### config.mk
export PLATFORM = sky130hd
export DESIGN_NAME = fetcher
export DESIGN_NICKNAME = d
export VERILOG_FILES = /design/src/rtl/gpu_pkg.sv /design/src/rtl/fetch_ibuf.sv /design/src/rtl/fetcher.sv
export SDC_FILE = /design/constraint.sdc
export NUM_CORES = 1
export LEC_CHECK = 0
export BUFFER_PORTS_ARGS = -buffer_cell sky130_fd_sc_hd__buf_2
export CORE_MARGIN = 2
export CORE_UTILIZATION = 41
export CTS_CLUSTER_DIAMETER = 150
export CTS_CLUSTER_SIZE = 28
export DETAILED_ROUTE_END_ITERATION = 12
export MAX_ROUTING_LAYER = met4
export SLEW_MARGIN = 20
export SYNTH_ARGS = -nofsm -noshare
export SYNTH_HDL_FRONTEND = slang
export SYNTH_SLANG_ARGS = --single-unit
### constraint.sdc
create_clock -name clk -period 5.88 [get_ports clk]
set_input_delay 1.47 -clock clk [delete_from_list [all_inputs] [get_ports clk]]
set_output_delay 1.47 -clock clk [all_outputs]
set_load 0.05 [all_outputs]
### src/rtl/gpu_pkg.sv
// Shared GPU core definitions: scheduler phase encodings, fetcher states and
// the instruction width. The decoder imports the same package.
package gpu_pkg;
  localparam int INSTR_W = 16;

  localparam logic [2:0] CORE_IDLE    = 3'b000;
  localparam logic [2:0] CORE_FETCH   = 3'b001;
  localparam logic [2:0] CORE_DECODE  = 3'b010;
  localparam logic [2:0] CORE_REQUEST = 3'b011;
  localparam logic [2:0] CORE_WAIT    = 3'b100;
  localparam logic [2:0] CORE_EXECUTE = 3'b101;
  localparam logic [2:0] CORE_UPDATE  = 3'b110;
  localparam logic [2:0] CORE_DONE    = 3'b111;

  typedef enum logic [2:0] {
    FS_IDLE     = 3'b000,
    FS_FETCHING = 3'b001,
    FS_FETCHED  = 3'b010
  } fetch_state_e;
endpackage

### src/rtl/fetch_ibuf.sv
// Direct-mapped instruction buffer: combinational lookup, synchronous fill,
// flush clears every valid bit and wins over a coincident fill.
module fetch_ibuf
  import gpu_pkg::*;
#(
  parameter int ADDR_BITS = 8,
  parameter int DATA_BITS = INSTR_W,
  parameter int LINES     = 4
) (
  input  logic                 clk,
  input  logic                 reset,
  input  logic                 i_flush,
  input  logic [ADDR_BITS-1:0] i_rd_pc,
  output logic                 o_hit,
  output logic [DATA_BITS-1:0] o_data,
  input  logic                 i_wr_en,
  input  logic [ADDR_BITS-1:0] i_wr_pc,
  input  logic [DATA_BITS-1:0] i_wr_data
);
  localparam int IDX_W = $clog2(LINES);
  localparam int TAG_W = ADDR_BITS - IDX_W;

  logic [LINES-1:0]     r_valid;
  logic [TAG_W-1:0]     r_tag  [LINES];
  logic [DATA_BITS-1:0] r_data [LINES];

  logic [IDX_W-1:0] w_rd_idx, w_wr_idx;
  logic [TAG_W-1:0] w_rd_tag, w_wr_tag;

  assign w_rd_idx = i_rd_pc[IDX_W-1:0];
  assign w_rd_tag = i_rd_pc[ADDR_BITS-1:IDX_W];
  assign w_wr_idx = i_wr_pc[IDX_W-1:0];
  assign w_wr_tag = i_wr_pc[ADDR_BITS-1:IDX_W];

  // A flush in the lookup cycle must force a miss, not just clear afterwards.
  assign o_hit  = r_valid[w_rd_idx] && (r_tag[w_rd_idx] == w_rd_tag) && !i_flush;
  assign o_data = r_data[w_rd_idx];

  always_ff @(posedge clk) begin
    if (reset || i_flush) begin
      r_valid <= '0;
    end else if (i_wr_en) begin
      r_valid[w_wr_idx] <= 1'b1;
    end
  end

  always_ff @(posedge clk) begin
    if (i_wr_en) begin
      r_tag[w_wr_idx]  <= w_wr_tag;
      r_data[w_wr_idx] <= i_wr_data;
    end
  end
endmodule

### src/rtl/fetcher.sv
// Instruction-fetch stage: serves FETCH from the instruction buffer or a
// program-memory read, then holds the instruction for the decoder.
module fetcher
  import gpu_pkg::*;
#(
  parameter int PROG_MEM_ADDR_BITS = 8,
  parameter int PROG_MEM_DATA_BITS = INSTR_W,
  parameter int IBUF_LINES         = 4
) (
  input  logic                          clk,
  input  logic                          reset,
  input  logic [2:0]                    core_state,
  input  logic [PROG_MEM_ADDR_BITS-1:0] current_pc,
  input  logic                          flush,
  output logic                          mem_read_valid,
  output logic [PROG_MEM_ADDR_BITS-1:0] mem_read_address,
  input  logic                          mem_read_ready,
  input  logic [PROG_MEM_DATA_BITS-1:0] mem_read_data,
  output logic [2:0]                    fetcher_state,
  output logic [PROG_MEM_DATA_BITS-1:0] instruction,
  output logic                          ibuf_hit
);
  fetch_state_e                  r_state;
  logic                          r_valid;
  logic [PROG_MEM_ADDR_BITS-1:0] r_addr;
  logic [PROG_MEM_DATA_BITS-1:0] r_instr;
  logic                          r_hit;

  logic                          w_hit;
  logic [PROG_MEM_DATA_BITS-1:0] w_hit_data;
  logic                          w_fill;

  assign w_fill = (r_state == FS_FETCHING) && mem_read_ready;

  fetch_ibuf #(
    .ADDR_BITS (PROG_MEM_ADDR_BITS),
    .DATA_BITS (PROG_MEM_DATA_BITS),
    .LINES     (IBUF_LINES)
  ) u_ibuf (
    .clk       (clk),
    .reset     (reset),
    .i_flush   (flush),
    .i_rd_pc   (current_pc),
    .o_hit     (w_hit),
    .o_data    (w_hit_data),
    .i_wr_en   (w_fill),
    .i_wr_pc   (r_addr),
    .i_wr_data (mem_read_data)
  );

  always_ff @(posedge clk) begin
    if (reset) begin
      r_state <= FS_IDLE;
      r_valid <= 1'b0;
      r_addr  <= '0;
      r_instr <= '0;
      r_hit   <= 1'b0;
    end else begin
      r_hit <= 1'b0;
      case (r_state)
        FS_IDLE: begin
          if (core_state == CORE_FETCH) begin
            if (w_hit) begin
              r_instr <= w_hit_data;
              r_hit   <= 1'b1;
              r_state <= FS_FETCHED;
            end else begin
              r_valid <= 1'b1;
              r_addr  <= current_pc;
              r_state <= FS_FETCHING;
            end
          end
        end
        FS_FETCHING: begin
          if (mem_read_ready) begin
            r_instr <= mem_read_data;
            r_valid <= 1'b0;
            r_state <= FS_FETCHED;
          end
        end
        FS_FETCHED: begin
          if (core_state == CORE_DECODE) r_state <= FS_IDLE;
        end
        default: r_state <= FS_IDLE;
      endcase
    end
  end

  assign mem_read_valid   = r_valid;
  assign mem_read_address = r_addr;
  assign fetcher_state    = r_state;
  assign instruction      = r_instr;
  assign ibuf_hit         = r_hit;
endmodule
==> summary by stage, run 1 <==
Global route
The total overflow left after global routing is 0. Entering global routing, the biggest net connects 54 pins. Across every metal layer, demand over resource in global routing totals between 10% and 20%. The first global-routing pass estimated 15,460 um of wire. The initial antenna violation count is 0. The number of global-route vias before repair came to between 2,000 and 3,000.

Floorplanning
The floorplan step set the die height to about 110 um. The initial utilization of the core area, before any placement, comes to a little over two fifths. For this design the top-level I/O count stands at 60. From left edge to right edge, the die measures 113.0 um.

In this run the core area contains 39 standard-cell rows. The area of the core is roughly 0.012 mm2. The die covers 0.01277 mm2.

Placement
The wire-length estimate of the detail-placed layout is about 5800 um. The cell area after placement is ~0.0053 mm2. The placed cell count is 512. The placer congestion estimate is 0.7307. During placement, the flow inserted port buffers numbering 58.

Critical path
Measured in cells, the most critical reg-to-reg path has a length of 7. At the worst endpoint, the required time is ~6.2 ns. The critical path endpoint category is a register.

The worst setup path is of the in2reg kind. The slack of the worst reg-to-reg path is approximately 3.5 ns. The worst register-to-register path begins at u_ibuf.r_tag[3][3]. In this run the worst path has a maximum fanout of 27. In this run the critical register-to-register path is captured at instruction[5]. At the worst endpoint, the arrival time is around 4.2 ns.

The endpoint of the most critical setup path is instruction[5]. The critical path startpoint category is a primary input. In this run the worst setup path begins at current_pc[0].

Synthesis
Synthesis produced a netlist whose cell count is around 320. The average instance in the mapped netlist occupies around 15 um2. The register area share after synthesis is ~67%. By area, the combinational part of the netlist is dominated by multiplexers. The total nets after synthesis is 355. The distinct cell type count after synthesis is 36.

Summing the areas of all compound-gate instances in the mapped netlist gives 3.853% of the synthesized area. After Yosys synthesis, full adders, half adders and majority gates account for 0% of the synthesized area. The cell area that synthesis handed to floorplanning was roughly 0.0049 mm2. The area share of and/or/nand/nor cells after synthesis is under 10%. The share of the synthesized netlist area taken by xor and xnor gates is approximately 1.3%. The number of warning messages in the yosys log is 0. In the synthesized netlist, mux cells make up between 10% and 20% of the area. Counting flops and latches in the post-synthesis netlist gives 120.

Clock tree
TritonCTS built the clock tree. The master cell of the clock root buffer is clkbuf_16. The hold buffer count at cts is 0.

The worst-case clock buffer depth is 2. The H-tree level count is 4. The clock insertion delay at the later pin of the skew report is ~0.41 ns.

The number of buffers inserted during clock tree synthesis is 17. The clock slew seen by the registers of the worst setup and hold paths is 0.06 ns. The number of cells upsized or downsized after cts is 0. Post-CTS timing repair inserted 0 buffers for setup. The number of clock sinks is between 100 and 150.

Power and ir drop
For this design the static power due to leakage is around 2.2 nW. Across the VDD grid, the largest voltage drop is 0.2092 mV. The power per cell area is around 350 mW/mm2.

Outcome
The final reports fail on DRC. The run finished, with violations left.

Timing
The final setup violation count is 0. The final-report max-slew violation count came to 0. The setup total negative slack is 0 ns. For the pin with the worst max-slew slack, the measured transition is around 0.94 ns. Timing would allow up to roughly 0.26 GHz. Across the routed clock network, the largest skew measured is ~0.0087 ns. The portion of the clock cycle consumed by the worst path in the final layout is 66.02%. The final-report hold violation count is 0.

The normalized max-slew margin is a little under two fifths. Setup repair after global routing left no endpoint under its margin. The post-route minimum period is 3.882 ns.

The worst hold slack is between 0.4 and 0.5 ns.

Cells and area
The repair_antennas step left the layout with diodes totalling 0. The finished layout holds ~540 standard cells, fillers aside. The layout overhead on the synthesized area is 21.42%. In the final design database the tool counted ~420 nets.

Summing all non-filler instances in the final layout gives an area of between 0.005 and 0.006 mm2. The share of cells above drive strength 1 is 34.66%.

Detailed routing
The pre-antenna-repair detailed-routing pass consisted of 8 iterations. The routed design has between 9000 and 10,000 um of wire. The final antenna-violating net count is 0. The detailed router's first-iteration violation count is roughly 130. After detailed routing, the number of remaining DRC violations is 7. After detailed routing, the average wire length per cell comes to roughly 18 um. The routed layout has roughly 2,800 vias. Using the TritonRoute via totals, the vias-per-cell ratio works out to between 5 and 6.

Flow run
The tool flagged a number of max-cap violations equal to 0.

Min path
The path category of the worst min-delay check is reg2reg. Counting instances, the worst hold path has a depth of 1.
critical path, stage by stage:
cell and delay, ns:
buf_2 0.66, mux4_2 0.61, xnor2_1 0.14, nand4_1 0.12
nor4_2 0.08, a21oi_2 0.42, buf_4 0.30, mux2_2 0.35
kinds of logic after synthesis:
kind of cell	Yosys count
flops	120
simple gates	95
mux	49
compound gates	32
buf+inv	20
xor+xnor	7
other cells	1
layer usage:
metal	share of wire [%]	track usage, %
met1	45	21.92
met2	48	25.06
met3	5.6	4.874
met4	1.4	7.073
met5	0	-
how the worst min path moves through the flow:
stage | endpoint | slack (ns) | from
finish | mem_read_valid | 0.46 | mem_read_valid
global route | mem_read_valid | 0.49 | mem_read_valid
CTS | u_ibuf.r_valid[1] | 0.47 | u_ibuf.r_valid[1]
detailed placement | mem_read_valid | 0.46 | mem_read_valid
global placement | mem_read_valid | 0.45 | mem_read_valid
floorplan | u_ibuf.r_valid[1] | 0.44 | u_ibuf.r_valid[1]
layout by cell type, fill, tap and decap left out, types with 2 or more instances in the layout:
cell / count
nand3_1: 2
mux2i_1: 14
a21oi_1: 20
dfxtp_1: 32
edfxtp_1: 88
clkbuf_16: 20
mux4_2: 19
nor3_1: 3
buf_4: 6
nor2b_1: 18
nand2b_1: 17
a21oi_2: 2
xnor2_1: 5
mux2_2: 16
nand2_1: 39
o21a_1: 5
clkbuf_8: 4
xor2_1: 2
nand3b_1: 2
nor2_1: 5
clkinv_2: 2
clkinvlp_4: 5
buf_2: 58
layout make-up:
type,count,area (um2)
Fill cell,977,5602
Timing Repair Buffer,64,335.3
Clock buffer,24,555.5
Multi-Input combinational cell,184,1504
Inverter,1,3.754
Sequential cell,120,3283
Tap cell,143,178.9
Clock inverter,8,53.80
registers in the layout, summed over array words and instances, names as in the netlist:
register	flops
instruction	16
mem_read_valid	1
ibuf_hit	1
u_ibuf.r_data	64
u_ibuf.r_tag	24
fetcher_state	2
u_ibuf.r_valid	4
mem_read_address	8
power breakdown:
| part | switching, mW | total, mW | internal, mW | leakage [nW] |
|---|---|---|---|---|
| clock | 0.360 | 1.02 | 0.658 | 0.288 |
| sequential | 0.00518 | 0.920 | 0.914 | 1.09 |
| combinational | 0.0687 | 0.110 | 0.0412 | 0.843 |
| total | 0.433 | 2.05 | 1.61 | 2.22 |
per-stage QoR:
step / total power [mW] / util, % / setup slack [ns]
floorplan: 1.011 / - / 2.185
global placement: 1.046 / 46.03 / 1.420
detailed placement: 1.048 / 46.07 / 1.509
CTS: 2.067 / 51.36 / 1.929
global route: 2.112 / 51.36 / 1.794
finish: 2.047 / 51.36 / 1.998
cells in the mapped netlist:
| master | instances | area share, % |
|---|---|---|
| xnor2_1 | 5 | 0.90 |
| nand2_1 | 39 | 3.0 |
| o21ba_2 | 1 | 0.21 |
| nand3b_1 | 2 | 0.31 |
| buf_1 | 1 | 0.077 |
| and3_1 | 1 | 0.13 |
| dfxtp_1 | 32 | 13 |
| or3b_2 | 1 | 0.18 |
| mux2_2 | 16 | 3.7 |
| nor2b_1 | 18 | 2.3 |
| a2bb2oi_1 | 1 | 0.18 |
| buf_2 | 2 | 0.21 |
| mux2i_1 | 14 | 2.9 |
| o21a_1 | 5 | 0.77 |
| o21ai_0 | 1 | 0.10 |
| buf_4 | 2 | 0.31 |
| a21oi_2 | 1 | 0.18 |
| nor3_1 | 4 | 0.41 |
| edfxtp_1 | 88 | 54 |
| buf_6 | 2 | 0.46 |
| nand4_1 | 1 | 0.13 |
| nor3b_1 | 1 | 0.15 |
| clkbuf_1 | 12 | 0.92 |
| and2_1 | 1 | 0.13 |
| nand3_1 | 2 | 0.21 |
| xor2_1 | 2 | 0.36 |
| a31oi_1 | 1 | 0.13 |
| o22ai_1 | 1 | 0.13 |
| a21oi_1 | 21 | 2.2 |
| mux4_2 | 19 | 8.8 |
| nand2b_1 | 17 | 2.2 |
| inv_1 | 1 | 0.077 |
| or3_1 | 1 | 0.13 |
| conb_1 | 1 | 0.077 |
| nor2_1 | 6 | 0.46 |
| nor4_2 | 1 | 0.26 |
Power figures use the tool's default switching activity.
==> run 2: changes to the inputs <==
==> constraint.sdc (replaced) <==
create_clock -name clk -period 3.1 [get_ports clk]
set_input_delay 0.775 -clock clk [delete_from_list [all_inputs] [get_ports clk]]
set_output_delay 0.775 -clock clk [all_outputs]
set_load 0.05 [all_outputs]
==> summary by stage, run 2 (synthesized netlist as in run 1, its figures left out) <==
Clock tree
The tree is rooted in a clkbuf_16. The number of setup buffers added after CTS came to 0 (unchanged). The clock insertion delay at the later pin of the skew report is 0.41 ns (about the same).

The number of buffers inserted during clock tree synthesis is 17 (unchanged). The worst-case clock buffer depth was 2 (unchanged). The hold buffer count at cts was 0 (unchanged). TritonCTS built the clock tree. The H-tree level count is 4 (unchanged).

The number of cells upsized or downsized after cts is 0 (unchanged). The clock slew seen by the registers of the worst setup and hold paths is 0.05 ns (about the same). The number of clock sinks came to 120 (unchanged).

Cells and area
The share of cells above drive strength 1 is 35.97% (+1.3 points). The number of flip-flops in the largest register is 64 (unchanged). The library cells used most frequently in the layout, excluding fill and tap cells, are edfxtp_1 (88), buf_2 (58), nand2_1 (39), dfxtp_1 (32), buf_4 (22).

The fill cell instance count of the final layout was 977 (unchanged). The area of the multi-input gates is 0.001520 mm2 (+1.1%). The storage element area is 0.003283 mm2 (unchanged). The number of nets in the final layout is 435 (+3.8%). The total inserted antenna cells came to 0 (unchanged). Ranked by flip-flop count, first place goes to u_ibuf.r_data. The most common cell after layout, fill and taps aside is edfxtp_1. The area growth from synthesis to layout is 22.91%.

Min path
The hold-critical path endpoint is mem_read_valid. The path category of the worst min-delay check is reg2reg. The startpoint of the lowest-slack hold path is mem_read_valid. The instance count along the most critical hold path is 1 (unchanged).

Global route
The total overflow reported by the global router is 0 (unchanged). The routing usage on met3 is 5.088% (+0.21 points). The pin count of the biggest net entering global routing was 54 (unchanged). The initial antenna violation count came to 0 (unchanged). The met2 track demand over resource is 25.74% (+0.68 points). The number of global-route vias before repair was 2,866 (+2.2%). The met1 capacity usage during global routing came to 23.45% (+1.5 points). The layer with the highest usage is met2. The overall routing resource usage is 17.42% (+0.54 points). The wire length of the first global-routing pass came to 15,940 um (+3.1%).

Placement
The worst setup slack after placement is -0.1467 ns (-1.656 ns). The placed wire-length estimate after detailed placement came to 6420 um (+12%). The quantity of I/O buffers inserted on ports was 58 (unchanged). The placer congestion estimate came to 0.7596 (+4.0%).

Detailed routing
The detailed router's first-iteration violation count is 143 (+7.5%). The average wire per standard cell is 17.96 um (-0.29%). The total detailed-routing wirelength was 10,060 um (+2.6%). The via count is 2,847 (+2.0%). The DRC violation count after routing is 7 (unchanged). The detailed-router iteration count before antenna repair is 8 (unchanged).

The final antenna-violating net count was 0 (unchanged). The mean number of vias per cell is 5.084 (-0.91%).

Power and ir drop
The total power is 3.744 mW (+83%). The leakage power summed over all cells is 2.270 nW (+2.4%). The internal power consumption is 2.956 mW (+83%). The net switching power of the design is 0.7872 mW (+82%). The maximum resistive drop on vdd is 0.5641 mV (+170%).

The sequential fraction of design power came to 46.6% (+1.7 points). The power per cell area is 625.3 mW/mm2 (+81%). The logic gate share of total power is 5.8% (+0.4 points). The switching share of total power is 21.03% (-0.15 points). The clock network fraction of design power is 47.5% (-2.2 points).

Timing
The clock period could shrink to 2.493 ns. The slew at the pin closest to its max-slew limit came to 0.8287 ns (-0.1082 ns). Static timing analysis puts the maximum clock frequency at 0.4011 GHz.

Setup repair after global routing left no endpoint under its margin. The portion of the clock cycle consumed by the worst path in the final layout is between 80% and 90%. The largest clock skew in the final design is 0.008654 ns (-0.00003595 ns). The final-report hold violation count was 0 (unchanged). The final setup violation count is 0 (unchanged). The final-report max-slew violation count is 0 (unchanged).

The normalized max-slew margin is 44.75% (+7.2 points). The worst hold slack is 0.4740 ns (+0.01007 ns). The setup slack after layout was 0.6068 ns (-1.391 ns).

Critical path
The worst setup path is of the in2reg kind. In this run the critical register-to-register path is captured at instruction[6]. The largest incremental delay on the critical path is 0.54 ns (-0.12 ns).

The count of cells along the worst register-to-register path is 6 (-1). The signal on the critical path passes through buf_2, mux2i_1, or3b_2, nand4_1, nor4_2, a21oi_4, mux2_2. The maximum fanout along the worst path was 17 (-37%). The critical path required time is 3.39 ns (-2.78 ns). On the critical path the largest part of the delay comes from simple AND/OR/NAND/NOR gates.

On the critical path, the stage with the largest delay is an instance of a21oi_4. The critical register-to-register path startpoint is u_ibuf.r_tag[3][3]. STA classifies the critical path endpoint as a register. The critical path startpoint category is a primary input. The worst path arrival time was 2.78 ns (-1.40 ns). The slack of the worst reg-to-reg path is 0.84 ns (-2.67 ns).

The count of buffering cells on the critical path with inverters included was 1 (-1).

Outcome
The run finished, with violations left. The final reports fail on DRC.

Floorplanning
The area of the core is 0.01152 mm2 (unchanged). The number of core rows came to 39 (unchanged). The die height is 113.0 um (unchanged). The chip width came to 113.0 um (unchanged). The initial standard-cell utilization of the core is 42.30% (unchanged). The number of top-level design ports is 60 (unchanged). The die area is 0.01277 mm2 (unchanged).

Flow run
The count of max-cap constraint violations is 0 (unchanged).
[run 2: routing by layer]
layer	vias to the layer above	wire, um
met4	0	112
li1	1359	-
met1	1414	4745
met3	10	445
met5	-	0
met2	64	4756
[run 2: through the flow]
| step | util (%) | cells | instance area (um2) | setup TNS, ns |
|---|---|---|---|---|
| 3_5_place_dp | 47.19 | 528 | 5434 | -2.001 |
| 3_3_place_gp | 47.19 | 528 | 5434 | -1.151 |
| 5_1_grt | 51.99 | 560 | 5987 | 0 |
| 6_report | 51.99 | 560 | 5987 | 0 |
| 2_1_floorplan | - | 324 | 4881 | 0 |
| 4_1_cts | 51.92 | 560 | 5979 | 0 |
[run 2: how the worst max path moves through the flow]
stage	slack [ns]	startpoint	endpoint	cells past startpoint
after global routing	0.48	current_pc[1]	mem_read_valid	9
after detailed placement	-0.15	current_pc[1]	instruction[6]	7
final	0.61	current_pc[1]	instruction[6]	7
after floorplan	0.33	fetcher_state[0]	u_ibuf.r_data[2][0]	5
after global placement	-0.07	current_pc[1]	instruction[5]	7
after CTS	0.30	current_pc[1]	instruction[6]	7
[run 2: final cells by class]
class | count | share of cell area [%]
clock buffers | 23 | 7.816
inverters | 1 | 0.06270
repair buffers | 80 | 7.607
multi-input cells | 184 | 25.39
flip-flops and latches | 120 | 54.84
well taps | 143 | 2.989
clock inverters | 9 | 1.296
[run 2: power by group through the flow]
stage               clock, mW  sequential (mW)  combinational, mW
finish                   1.78             1.75              0.218
global route             1.90             1.75              0.238
CTS                      1.82             1.75              0.221
detailed placement          0             1.78              0.219
global placement            0             1.78              0.216
floorplan                   0             1.81              0.112
[run 2: worst register-to-register path, stage by stage (launching register included)]
cell and delay, ns:
edfxtp_1 0.36, mux4_2 0.48, xnor2_1 0.14, nand4_1 0.13
nor4_2 0.08, a21oi_4 0.54, mux2_2 0.42
